[src/rtl/mat_wr_pkg.sv]
// Shared types for the matrix write controller: FSM state encoding and address type.
// Optional column-major placement is enabled with MAT_WR_TRANSPOSE_EN.
package mat_wr_pkg;

  typedef enum logic [1:0] {
    IDLE  = 2'd0,
    WRITE = 2'd1,
    DONE  = 2'd2
  } mat_wr_state_t;

  localparam int MAT_WR_ADDR_W = 11;

  typedef logic [MAT_WR_ADDR_W-1:0] mat_wr_addr_t;

endpackage

[src/rtl/mat_addr_gen.sv]
// Incremental RAM address generator for matrix placement (no multipliers).
// Column-major stepping is built only when MAT_WR_TRANSPOSE_EN is defined.
module mat_addr_gen
  import mat_wr_pkg::*;
#(
  parameter int ADDR_W = 11,
  parameter int DIM_W  = 6
) (
  input  logic              clk,
  input  logic              rst,
  input  logic [ADDR_W-1:0] base,
  input  logic [DIM_W-1:0]  rows,
  input  logic [DIM_W-1:0]  cols,
  input  logic              transpose,
  input  logic              init,
  input  logic              step,
  output logic [ADDR_W-1:0] addr
);

  logic [ADDR_W-1:0] addr_reg;

`ifdef MAT_WR_TRANSPOSE_EN
  logic [ADDR_W-1:0] row_start_reg;
  logic [ADDR_W-1:0] stride_reg;
  logic [DIM_W-1:0]  col_reg;
  logic [DIM_W-1:0]  last_col_reg;
  logic              tr_reg;

  // Column-major: walk one row with stride 'rows', then restart at the next row start.
  always_ff @(posedge clk) begin
    if (rst) begin
      addr_reg      <= '0;
      row_start_reg <= '0;
      stride_reg    <= '0;
      col_reg       <= '0;
      last_col_reg  <= '0;
      tr_reg        <= 1'b0;
    end else if (init) begin
      addr_reg      <= base;
      row_start_reg <= base;
      stride_reg    <= ADDR_W'(rows);
      col_reg       <= '0;
      last_col_reg  <= cols - DIM_W'(1);
      tr_reg        <= transpose;
    end else if (step) begin
      if (!tr_reg) begin
        addr_reg <= addr_reg + ADDR_W'(1);
      end else if (col_reg == last_col_reg) begin
        col_reg       <= '0;
        row_start_reg <= row_start_reg + ADDR_W'(1);
        addr_reg      <= row_start_reg + ADDR_W'(1);
      end else begin
        col_reg  <= col_reg + DIM_W'(1);
        addr_reg <= addr_reg + stride_reg;
      end
    end
  end
`else
  // Row-major address of element k is simply base + k.
  always_ff @(posedge clk) begin
    if (rst) begin
      addr_reg <= '0;
    end else if (init) begin
      addr_reg <= base;
    end else if (step) begin
      addr_reg <= addr_reg + ADDR_W'(1);
    end
  end

  logic unused_shape;
  assign unused_shape = ^{rows, cols, transpose};
`endif

  assign addr = addr_reg;

endmodule

[src/rtl/mat_write_controller.sv]
// Streams matrix elements into a RAM write port at row-major (or, with
// MAT_WR_TRANSPOSE_EN defined, column-major) addresses, with short/overflow flags.
module mat_write_controller
  import mat_wr_pkg::*;
#(
  parameter int DATA_W = 32,
  parameter int ADDR_W = 11,
  parameter int DIM_W  = 6
) (
  input  logic                     clk,
  input  logic                     rst,
  input  logic                     start,
  input  logic [ADDR_W-1:0]        base_addr,
  input  logic [DIM_W-1:0]         rows,
  input  logic [DIM_W-1:0]         cols,
  input  logic                     transpose,
  input  logic signed [DATA_W-1:0] in_data,
  input  logic                     in_valid,
  output logic                     in_ready,
  input  logic                     in_last,
  output logic                     ram_wr_en,
  output logic [ADDR_W-1:0]        ram_wr_addr,
  output logic [DATA_W-1:0]        ram_wr_data,
  output logic [2*DIM_W-1:0]       write_count,
  output logic                     busy,
  output logic                     done,
  output logic                     err_short,
  output logic                     err_overflow
);

  localparam int CNT_W = 2 * DIM_W;

  mat_wr_state_t     state_reg, state_next;
  logic [CNT_W-1:0]  total_reg, count_reg;
  logic [ADDR_W-1:0] gen_addr;
  logic [ADDR_W-1:0] wr_addr_reg;
  logic [DATA_W-1:0] wr_data_reg;
  logic              wr_en_reg, short_reg, overflow_reg;
  logic              start_acc, accept, final_acc, zero_dim;

  assign start_acc = (state_reg == IDLE) && start;
  assign zero_dim  = (rows == '0) || (cols == '0);
  assign accept    = in_valid && (state_reg == WRITE);
  // in_last before the Nth element ends the job early.
  assign final_acc = accept && (in_last || ((count_reg + CNT_W'(1)) == total_reg));

  always_ff @(posedge clk) begin
    if (rst) begin
      state_reg <= IDLE;
    end else begin
      state_reg <= state_next;
    end
  end

  always_comb begin
    state_next = state_reg;
    case (state_reg)
      IDLE:    if (start) state_next = zero_dim ? DONE : WRITE;
      WRITE:   if (final_acc) state_next = DONE;
      DONE:    state_next = IDLE;
      default: state_next = IDLE;
    endcase
  end

  always_comb begin
    in_ready = (state_reg == WRITE);
    busy     = (state_reg != IDLE);
    done     = (state_reg == DONE);
  end

  always_ff @(posedge clk) begin
    if (rst) begin
      wr_en_reg    <= 1'b0;
      wr_addr_reg  <= '0;
      wr_data_reg  <= '0;
      total_reg    <= '0;
      count_reg    <= '0;
      short_reg    <= 1'b0;
      overflow_reg <= 1'b0;
    end else begin
      wr_en_reg <= accept;
      if (accept) begin
        wr_addr_reg <= gen_addr;
        wr_data_reg <= in_data;
      end
      if (start_acc) begin
        total_reg    <= CNT_W'(rows) * CNT_W'(cols);
        count_reg    <= '0;
        short_reg    <= 1'b0;
        overflow_reg <= 1'b0;
      end else begin
        if (accept) count_reg <= count_reg + CNT_W'(1);
        if (accept && in_last && ((count_reg + CNT_W'(1)) < total_reg)) short_reg <= 1'b1;
        if (in_valid && (state_reg != WRITE)) overflow_reg <= 1'b1;
      end
    end
  end

  mat_addr_gen #(
    .ADDR_W(ADDR_W),
    .DIM_W (DIM_W)
  ) u_addr_gen (
    .clk      (clk),
    .rst      (rst),
    .base     (base_addr),
    .rows     (rows),
    .cols     (cols),
    .transpose(transpose),
    .init     (start_acc),
    .step     (accept),
    .addr     (gen_addr)
  );

  assign ram_wr_en    = wr_en_reg;
  assign ram_wr_addr  = wr_addr_reg;
  assign ram_wr_data  = wr_data_reg;
  assign write_count  = count_reg;
  assign err_short    = short_reg;
  assign err_overflow = overflow_reg;

endmodule

[config.mk]
export PLATFORM = sky130hd
export DESIGN_NAME = mat_write_controller
export DESIGN_NICKNAME = d
export VERILOG_FILES = /design/src/rtl/mat_wr_pkg.sv /design/src/rtl/mat_addr_gen.sv /design/src/rtl/mat_write_controller.sv
export SDC_FILE = /design/constraint.sdc
export NUM_CORES = 1
export LEC_CHECK = 0
export CAP_MARGIN = 10
export CORE_AREA = 2 2 112 114
export CTS_CLUSTER_SIZE = 10
export DETAILED_ROUTE_END_ITERATION = 16
export DIE_AREA = 0 0 114 116
export PLACE_DENSITY = 0.66
export RECOVER_POWER = 100
export SLEW_MARGIN = 20
export SYNTH_ARGS = -nofsm -noshare
export SYNTH_HDL_FRONTEND = slang
export SYNTH_SLANG_ARGS = --single-unit
[constraint.sdc]
create_clock -name clk -period 7.6 [get_ports clk]
set_input_delay 2.28 -clock clk [delete_from_list [all_inputs] [get_ports clk]]
set_output_delay 2.28 -clock clk [all_outputs]
set_load 0.05 [all_outputs]
== Word-level counts from Yosys, hierarchy flattened ==
Index checks and enable logic that the tools add are counted.

* $add $sub $neg: 2
* Multiply operators: 1
* Order comparisons: 1
* Equality and inequality tests: 6
* Mux-type cells: 6
* Reductions and logical operators: 15

{| class="wikitable"
|+ Operators by type and width
! cell !! number
|-
| $mux W11 || 2
|-
| $add A12 B1 Y12 const B || 1
|-
| $eq A12 B12 Y1 || 1
|-
| $logic_not A6 Y1 || 2
|-
| $lt A12 B12 Y1 || 1
|-
| $mul A6 B6 Y12 || 1
|-
| $add A11 B1 Y11 const B || 1
|-
| $logic_and A1 B1 Y1 || 6
|-
| $mux W2 || 3
|-
| $ne A2 B1 Y1 const B || 2
|-
| $pmux W2 S2 || 1
|-
| $reduce_bool A2 Y1 || 2
|-
| $eq A2 B1 Y1 const B || 1
|-
| $eq A2 B2 Y1 const B || 1
|-
| $logic_not A2 Y1 || 1
|-
| $logic_or A1 B1 Y1 || 2
|-
| $ne A2 B2 Y1 const B || 1
|-
| $reduce_and A2 Y1 || 1
|-
| $reduce_or A2 Y1 || 1
|}

* Flip-flop bits (word level): 83

== Longest topological paths before layout ==
Gate-level depths: netlist of the first run.

* Word-level depth: 6
* Depth in mapped cells: 13

== Cells and area by module ==
A second synthesis of the first run with hierarchy kept.

* Cell total of the unflattened synthesis: 591
* Area, all modules: 4742.0 µm²

{| class="wikitable"
|+ Modules (own cells, without submodules)
! module !! times used !! cells each !! area each (µm²) !! seq. area each (µm²)
|-
| mat_write_controller || 1 || 512 || 4076.4 || 1441.4
|-
| mat_addr_gen || 1 || 79 || 665.6 || 220.2
|}

== Worst setup path before layout of the first run ==
OpenSTA, ideal clock, no wires.

* Path kind: input to register
* Start: input cols[2]
* End: register total_reg[10]
* Arrival: 5.297 ns
* Setup slack: 2.218 ns
* Stages: 12
* Buffers on the path: 0
* Path through: and2_1 fa_1 inv_1 fa_1 fa_1 inv_1 ha_1 o21ai_0 o21bai_1 o41ai_1 xor2_1 a211oi_1

* Cells in the longest elaborated chain, start to end: 1

{| class="wikitable"
|+ RTL lines
! element !! RTL line !! text
|-
| from (decl) || mat_write_controller.sv:15 || <nowiki>input logic [DIM_W-1:0] cols,</nowiki>
|-
| $mul A6 B6 Y12 || mat_write_controller.sv:87 || <nowiki>total_reg <= CNT_W'(rows) * CNT_W'(cols);</nowiki>
|-
| to (signal assigned) || mat_write_controller.sv:87 ||
|-
| to (decl) || mat_write_controller.sv:34 || <nowiki>logic [CNT_W-1:0] total_reg, count_reg;</nowiki>
|}

Every way passes these cells.
A chain may end at the register's enable or synchronous reset.

== Worst setup path in the final report of the first run ==
* Start: input rows[4]
* End: register total_reg[10]

* Cells in the longest elaborated chain, start to end: 1

{| class="wikitable"
|+ RTL lines
! element !! RTL line !! text
|-
| from (decl) || mat_write_controller.sv:14 || <nowiki>input logic [DIM_W-1:0] rows,</nowiki>
|-
| $mul A6 B6 Y12 || mat_write_controller.sv:87 ||
|}

Every way passes these cells.

==> flow_summary.yaml, run 1 <==
worst_setup_path:
  end_kind: "flop"
  rrSetupSlack_ns: 4.12
  r2r_start: "state_reg[1]"
  critPathArrivalTime_ns: 6.10
  start_kind: "primary input"
  reg2reg_depth: 6
  r2r_end: "u_addr_gen.addr[4]"
  crit_fanout: 7
  cp.required_ns: 7.76
  setup.worst_path.class: "in2reg"
grt:
  grt_pass1_vias: 4224
  grt_usage_pct: 18.5
  overflow: 0
  grt_pass1_wl_mm: 19.8
  antenna_found_initial: 0
  grt_start_max_net_pins: 74
cells_and_area:
  largest_register_ff_count: 32
  fill_cells: 1165
  diodes: 0
  syn_to_final_growth_pct: 33.1
  layout_commonest_cell: "nand2_1"
  fin_nets: 800
  drive_gt1_share_pct: 2.46
  layout_common_cells: "126 x nand2_1, 83 x dfxtp_1, 68 x a21oi_1"
synthesis:
  yosysTopAreaCell: "dfxtp_1"
  synthesis.area_um2: 4690
  synth_top_flop_cell: "dfxtp_1"
  synth_edf_count: 0
  yosys.cell_types.count: 52
  synth_top_area_share_pct: 35.5
  syn_nets: 694
  netlist_instances: 582
  yosysSeqAreaShare_pct: 35.5
  ys_warn_count: 0
  synthArstFlopShare_pct: 0
  syn_area_per_cell_um2: 8.05
  synth_area_leaders: "dfxtp_1 35%, nand2_1 10%, ha_1 9.1%"
  ys_ff_latch: 83
placement:
  io_buffers: 120
  place_ws_ns: 1.41
  routabilityCongestion: 0.833
  dp_hpwl_mm: 8.55
sta:
  max_freq_mhz: 168
  tightest_slew_ns: 2.69
  finClkSkew_ns: 0.00790
  slew_viol_final: 120
  max-slew-margin-rel_pct: -79.3
  min_period_ns: 5.94
  tns_ns: 0
  timing.final.ws_setup_ns: 1.66
  hold_viol_final: 0
  rsz0062_at_grt: "false"
  fin_crit_sh_pct: 78.2
  setup_viol: 0
die:
  core_um2: 11900
  std_cell_rows: 40
  io_pins: 122
  die_y_um: 116
  die_w_um: 114
  dieArea_um2: 13200
  start_util_pct: 39.3
hold_path:
  min_path_cells: 2
  hold_end: "ram_wr_data[3]"
  holdCritStartpoint: "ram_wr_data[3]"
  hold_class: "reg2reg"
detailed_routing:
  viasPerCell: 5.17
  wl_per_cell_um: 14.2
  ant_nets: 0
  dr.first_iter.drc_count: 177
  drt-total-wl_mm: 11.9
  first_pass_iters: 4
  wl_met3_um: 645
  wl_met2_mm: 5.94
  vias: 4337
  drt-met1-wl_mm: 5.09
  highest_layer: "met4"
  drc: 0
outcome:
  violations: "max-capacitance violations, max-slew violations"
  status: "complete, but fails checks"
clocking:
  worstSkewPairLatency_ns: 0.33
  cts_setup_buffers: 0
  root_buffer: "clkbuf_16"
  clk_path_buf_depth: 2
  htreeDepth: 3
  clkTransAtPathRegs_ns: 0.06
  clock-sinks: 83
  cts_tree: "built"
  postCtsHoldBufs: 0
  cts_made_buffers: 9
  cts_resized: 0
power_and_ir_drop:
  p_per_area_nw_per_um2: 196
  p_comb_share_pct: 26.0
  seq_power_share_pct: 39.0
  switchingPower_w: 0.000380
  power_leakage_nw: 2.65
  ir_drop_mv: 0.113
  intPower_w: 0.000843
  clockPowerShare_pct: 34.9
  p_sw_share_pct: 31.1
run:
  drv_cap: 2
==> metal layers <==
metal	up-vias	GRT usage (%)
met5	-	0
met4	0	6.02
met3	17	5.60
met2	94	31.9
met1	2060	22.1
li1	2166	-
==> power groups by stage <==
stage / logic, W / clock network (W) / registers (W)
after floorplan: 0.000188 / 0 / 0.000518
after global placement: 0.000318 / 0 / 0.000486
after detailed placement: 0.000324 / 0 / 0.000487
after CTS: 0.000327 / 0.000437 / 0.000478
after global routing: 0.000360 / 0.000456 / 0.000481
final: 0.000318 / 0.000427 / 0.000477
==> cell type report <==
cell class | count | area (µm²) | share of cell area (%)
Multi-Input combinational cell | 432 | 2750 | 44.1
Inverter | 39 | 146 | 2.35
Sequential cell | 83 | 1660 | 26.7
Clock inverter | 4 | 51.3 | 0.823
Tap cell | 147 | 184 | 2.95
Clock buffer | 11 | 233 | 3.73
Timing Repair Buffer | 123 | 1210 | 19.4
==> worst max-delay path by stage <==
stage | from | to | depth (start not counted)
5_1_grt | rows[4] | total_reg[10] | 13
2_1_floorplan | cols[2] | total_reg[10] | 12
6_report | rows[4] | total_reg[10] | 13
3_5_place_dp | cols[2] | total_reg[10] | 13
3_3_place_gp | cols[2] | total_reg[10] | 13
4_1_cts | cols[2] | total_reg[10] | 13
==> worst max-delay path: stages <==
cell and delay (ns):
dlygate4sd3_1 0.64, and2_0 0.20, fa_1 0.51, inv_1 0.05
fa_1 0.47, fa_1 0.56, inv_1 0.04, ha_1 0.35
o21ai_0 0.24, o21bai_1 0.15, o41ai_1 0.35, xor2_1 0.18
a211oi_1 0.08
==> through the flow <==
stage	utilization (%)	instances	hold WS, ns	total power [W]	instance area, µm²
2_1_floorplan	-	582	0.436	0.000706	4690
3_3_place_gp	50.2	824	0.442	0.000804	5980
3_5_place_dp	50.2	824	0.445	0.000811	5980
4_1_cts	52.6	839	0.455	0.00124	6260
5_1_grt	52.3	839	0.470	0.00130	6230
6_report	52.3	839	0.450	0.00122	6230
==> kinds of logic after synthesis <==
kind of cell / after synthesis / share of synthesized area (%)
AND/OR/NAND/NOR: 241 / 24.0
AO/OA/AOI/OAI: 119 / 14.8
flip-flops: 83 / 35.5
buffers and inverters: 67 / 5.53
adder cells (fa/ha/maj): 51 / 16.3
XOR/XNOR: 21 / 3.93
==> cells in the mapped netlist, types with 3 or more instances <==
library cell  count
nand2_1         126
dfxtp_1          83
a21oi_1          68
inv_1            39
nor2_1           35
ha_1             34
and2_1           25
clkbuf_1         19
o21ai_0          18
fa_1             17
xor2_1           11
xnor2_1          10
a211oi_1          9
nor3_1            8
and3_1            7
nand3_1           7
nand4_1           7
or3_1             6
a221oi_1          5
buf_1             5
nor4_1            4
a31oi_1           3
buf_2             3
No activity file was read; power rests on OpenSTA's default activity.
==> run 2: changes to the inputs <==
--- a/config.mk
+++ b/config.mk
@@ -10,7 +10,7 @@
 export CTS_CLUSTER_SIZE = 10
 export DETAILED_ROUTE_END_ITERATION = 16
 export DIE_AREA = 0 0 114 116
-export PLACE_DENSITY = 0.66
+export PLACE_DENSITY = 0.69
 export RECOVER_POWER = 100
 export SLEW_MARGIN = 20
 export SYNTH_ARGS = -nofsm -noshare
==> constraint.sdc (replaced) <==
create_clock -name clk -period 5.3 [get_ports clk]
set_input_delay 1.59 -clock clk [delete_from_list [all_inputs] [get_ports clk]]
set_output_delay 1.59 -clock clk [all_outputs]
set_load 0.05 [all_outputs]
==> flow_summary.yaml, run 2 (synthesis results as in run 1) <==
worst_setup_path:
  start_kind: "primary input"
  crit_start: "rows[4]"
  critPathArrivalTime_ns: 5.27
  crit_fanout: 6
  cp.required_ns: 5.46
  r2r_start: "write_count[0]"
  setup.worst_path.class: "in2reg"
  reg2reg_depth: 10
  end_kind: "flop"
grt:
  antenna_found_initial: 0
  grt_usage_pct: 18.5
  grt_start_max_net_pins: 73
  grt_util_met1_pct: 22.4
  grt_pass1_wl_mm: 19.9
  grt_busiest_layer: "met2"
  grt_pass1_vias: 4345
  global_route.usage.met3_pct: 5.49
  overflow: 0
  met2_usage_pct: 32.6
die:
  io_pins: 122
  dieArea_um2: 13200
  std_cell_rows: 40
  die_y_um: 116
  die_w_um: 114
  core_um2: 11900
  start_util_pct: 39.3
cells_and_area:
  syn_to_final_growth_pct: 38.1
  fin_nets: 829
  layout_commonest_cell: "nand2_1"
  layout_common_cells: "126 x nand2_1, 83 x dfxtp_1, 68 x a21oi_1"
  drive_gt1_share_pct: 6.51
  diodes: 0
  largest_register_ff_count: 32
placement:
  place_ws_ns: -0.285
  dp_hpwl_mm: 8.98
  routabilityCongestion: 0.835
  io_buffers: 120
clocking:
  clock-sinks: 83
  worstSkewPairLatency_ns: 0.33
  clkTransAtPathRegs_ns: 0.06
  root_buffer: "clkbuf_16"
  cts_made_buffers: 9
  clk_path_buf_depth: 2
  cts_tree: "built"
  htreeDepth: 3
hold_path:
  min_path_cells: 2
  hold_class: "reg2reg"
  holdCritStartpoint: "ram_wr_data[7]"
sta:
  timing.final.ws_setup_ns: 0.181
  max-slew-margin-rel_pct: 13.5
  hold_viol_final: 0
  fin_crit_sh_pct: 96.6
  setup_viol: 0
  tightest_slew_ns: 1.30
  slew_viol_final: 0
  max_freq_mhz: 195
  finClkSkew_ns: 0.00655
  holdWs_ns: 0.448
  min_period_ns: 5.12
detailed_routing:
  viasPerCell: 5.12
  dr.first_iter.drc_count: 217
  vias: 4448
  drc: 0
  drt-total-wl_mm: 12.0
  ant_nets: 0
  first_pass_iters: 5
  wl_per_cell_um: 13.8
power_and_ir_drop:
  p_per_area_nw_per_um2: 280
  ir_drop_mv: 0.195
  power_leakage_nw: 2.80
outcome:
  status: "complete, no violations"
run:
  drv_cap: 0
-- run 2: cell types whose count changed in the layout (fill, tap and decap cells not counted), sizes merged --
cell | previous run | this run
buf | 2 | 29
clkbuf | 13 | 17
dlygate4sd3 | 65 | 63
clkdlybuf4s50 | 54 | 55
clkinvlp | 1 | 0
dlymetal6s2s | 0 | 1
-- run 2: final cells by class --
| class | instances | area, µm² |
|---|---|---|
| Fill cell | 1100 | 5440 |
| Inverter | 39 | 146 |
| Timing Repair Buffer | 152 | 1430 |
| Clock buffer | 13 | 240 |
| Sequential cell | 83 | 1660 |
| Multi-Input combinational cell | 432 | 2760 |
| Clock inverter | 3 | 47.5 |
| Tap cell | 147 | 184 |
-- run 2: worst max-delay path: stages --
cell and delay, ns:
clkdlybuf4s50_1 0.52, and2_1 0.21, fa_1 0.50, inv_1 0.05, fa_1 0.47, fa_1 0.55, inv_1 0.05, ha_1 0.26
a211oi_2 0.22, o21bai_1 0.16, o41ai_2 0.42, xor2_1 0.20, a211oi_1 0.09
-- run 2: timing repair --
item | 4_1_cts | 5_1_grt
buffers inserted | 0 | 0
hold buffers | 0 | 0
resized for setup | 0 | 5
endpoints found under the setup margin | 0 | 2
endpoints found under the hold margin | 0 | 0
-- run 2: per-stage QoR --
step,util (%),cell area (µm²),TNS (ns),total power (W),instances
3_5_place_dp,52.0,6190,-0.444,0.00122,853
2_1_floorplan,-,4690,0,0.00101,582
6_report,54.3,6470,0,0.00181,869
5_1_grt,54.3,6470,-0.0119,0.00192,869
3_3_place_gp,52.0,6190,-0.177,0.00120,853
4_1_cts,54.4,6480,0,0.00183,869
-- run 2: worst paths after layout --
path,endpoint,slack (ns)
max,total_reg[10],0.18
min,ram_wr_data[7],0.45
max reg2reg,state_reg[1],2.56
min reg2reg,ram_wr_data[7],0.45
-- run 2: routing by layer --
metal | share of wire, % | vias up
met5 | 0 | -
met4 | 1.2 | 0
met3 | 5.1 | 10
met2 | 51 | 94
met1 | 43 | 2108
li1 | - | 2236
-- run 2: power by group --
| group | total, W | switching [W] | internal [W] |
|---|---|---|---|
| Sequential | 0.000685 | 0.0000235 | 0.000661 |
| Clock | 0.000610 | 0.000242 | 0.000368 |
| Combinational | 0.000519 | 0.000291 | 0.000228 |
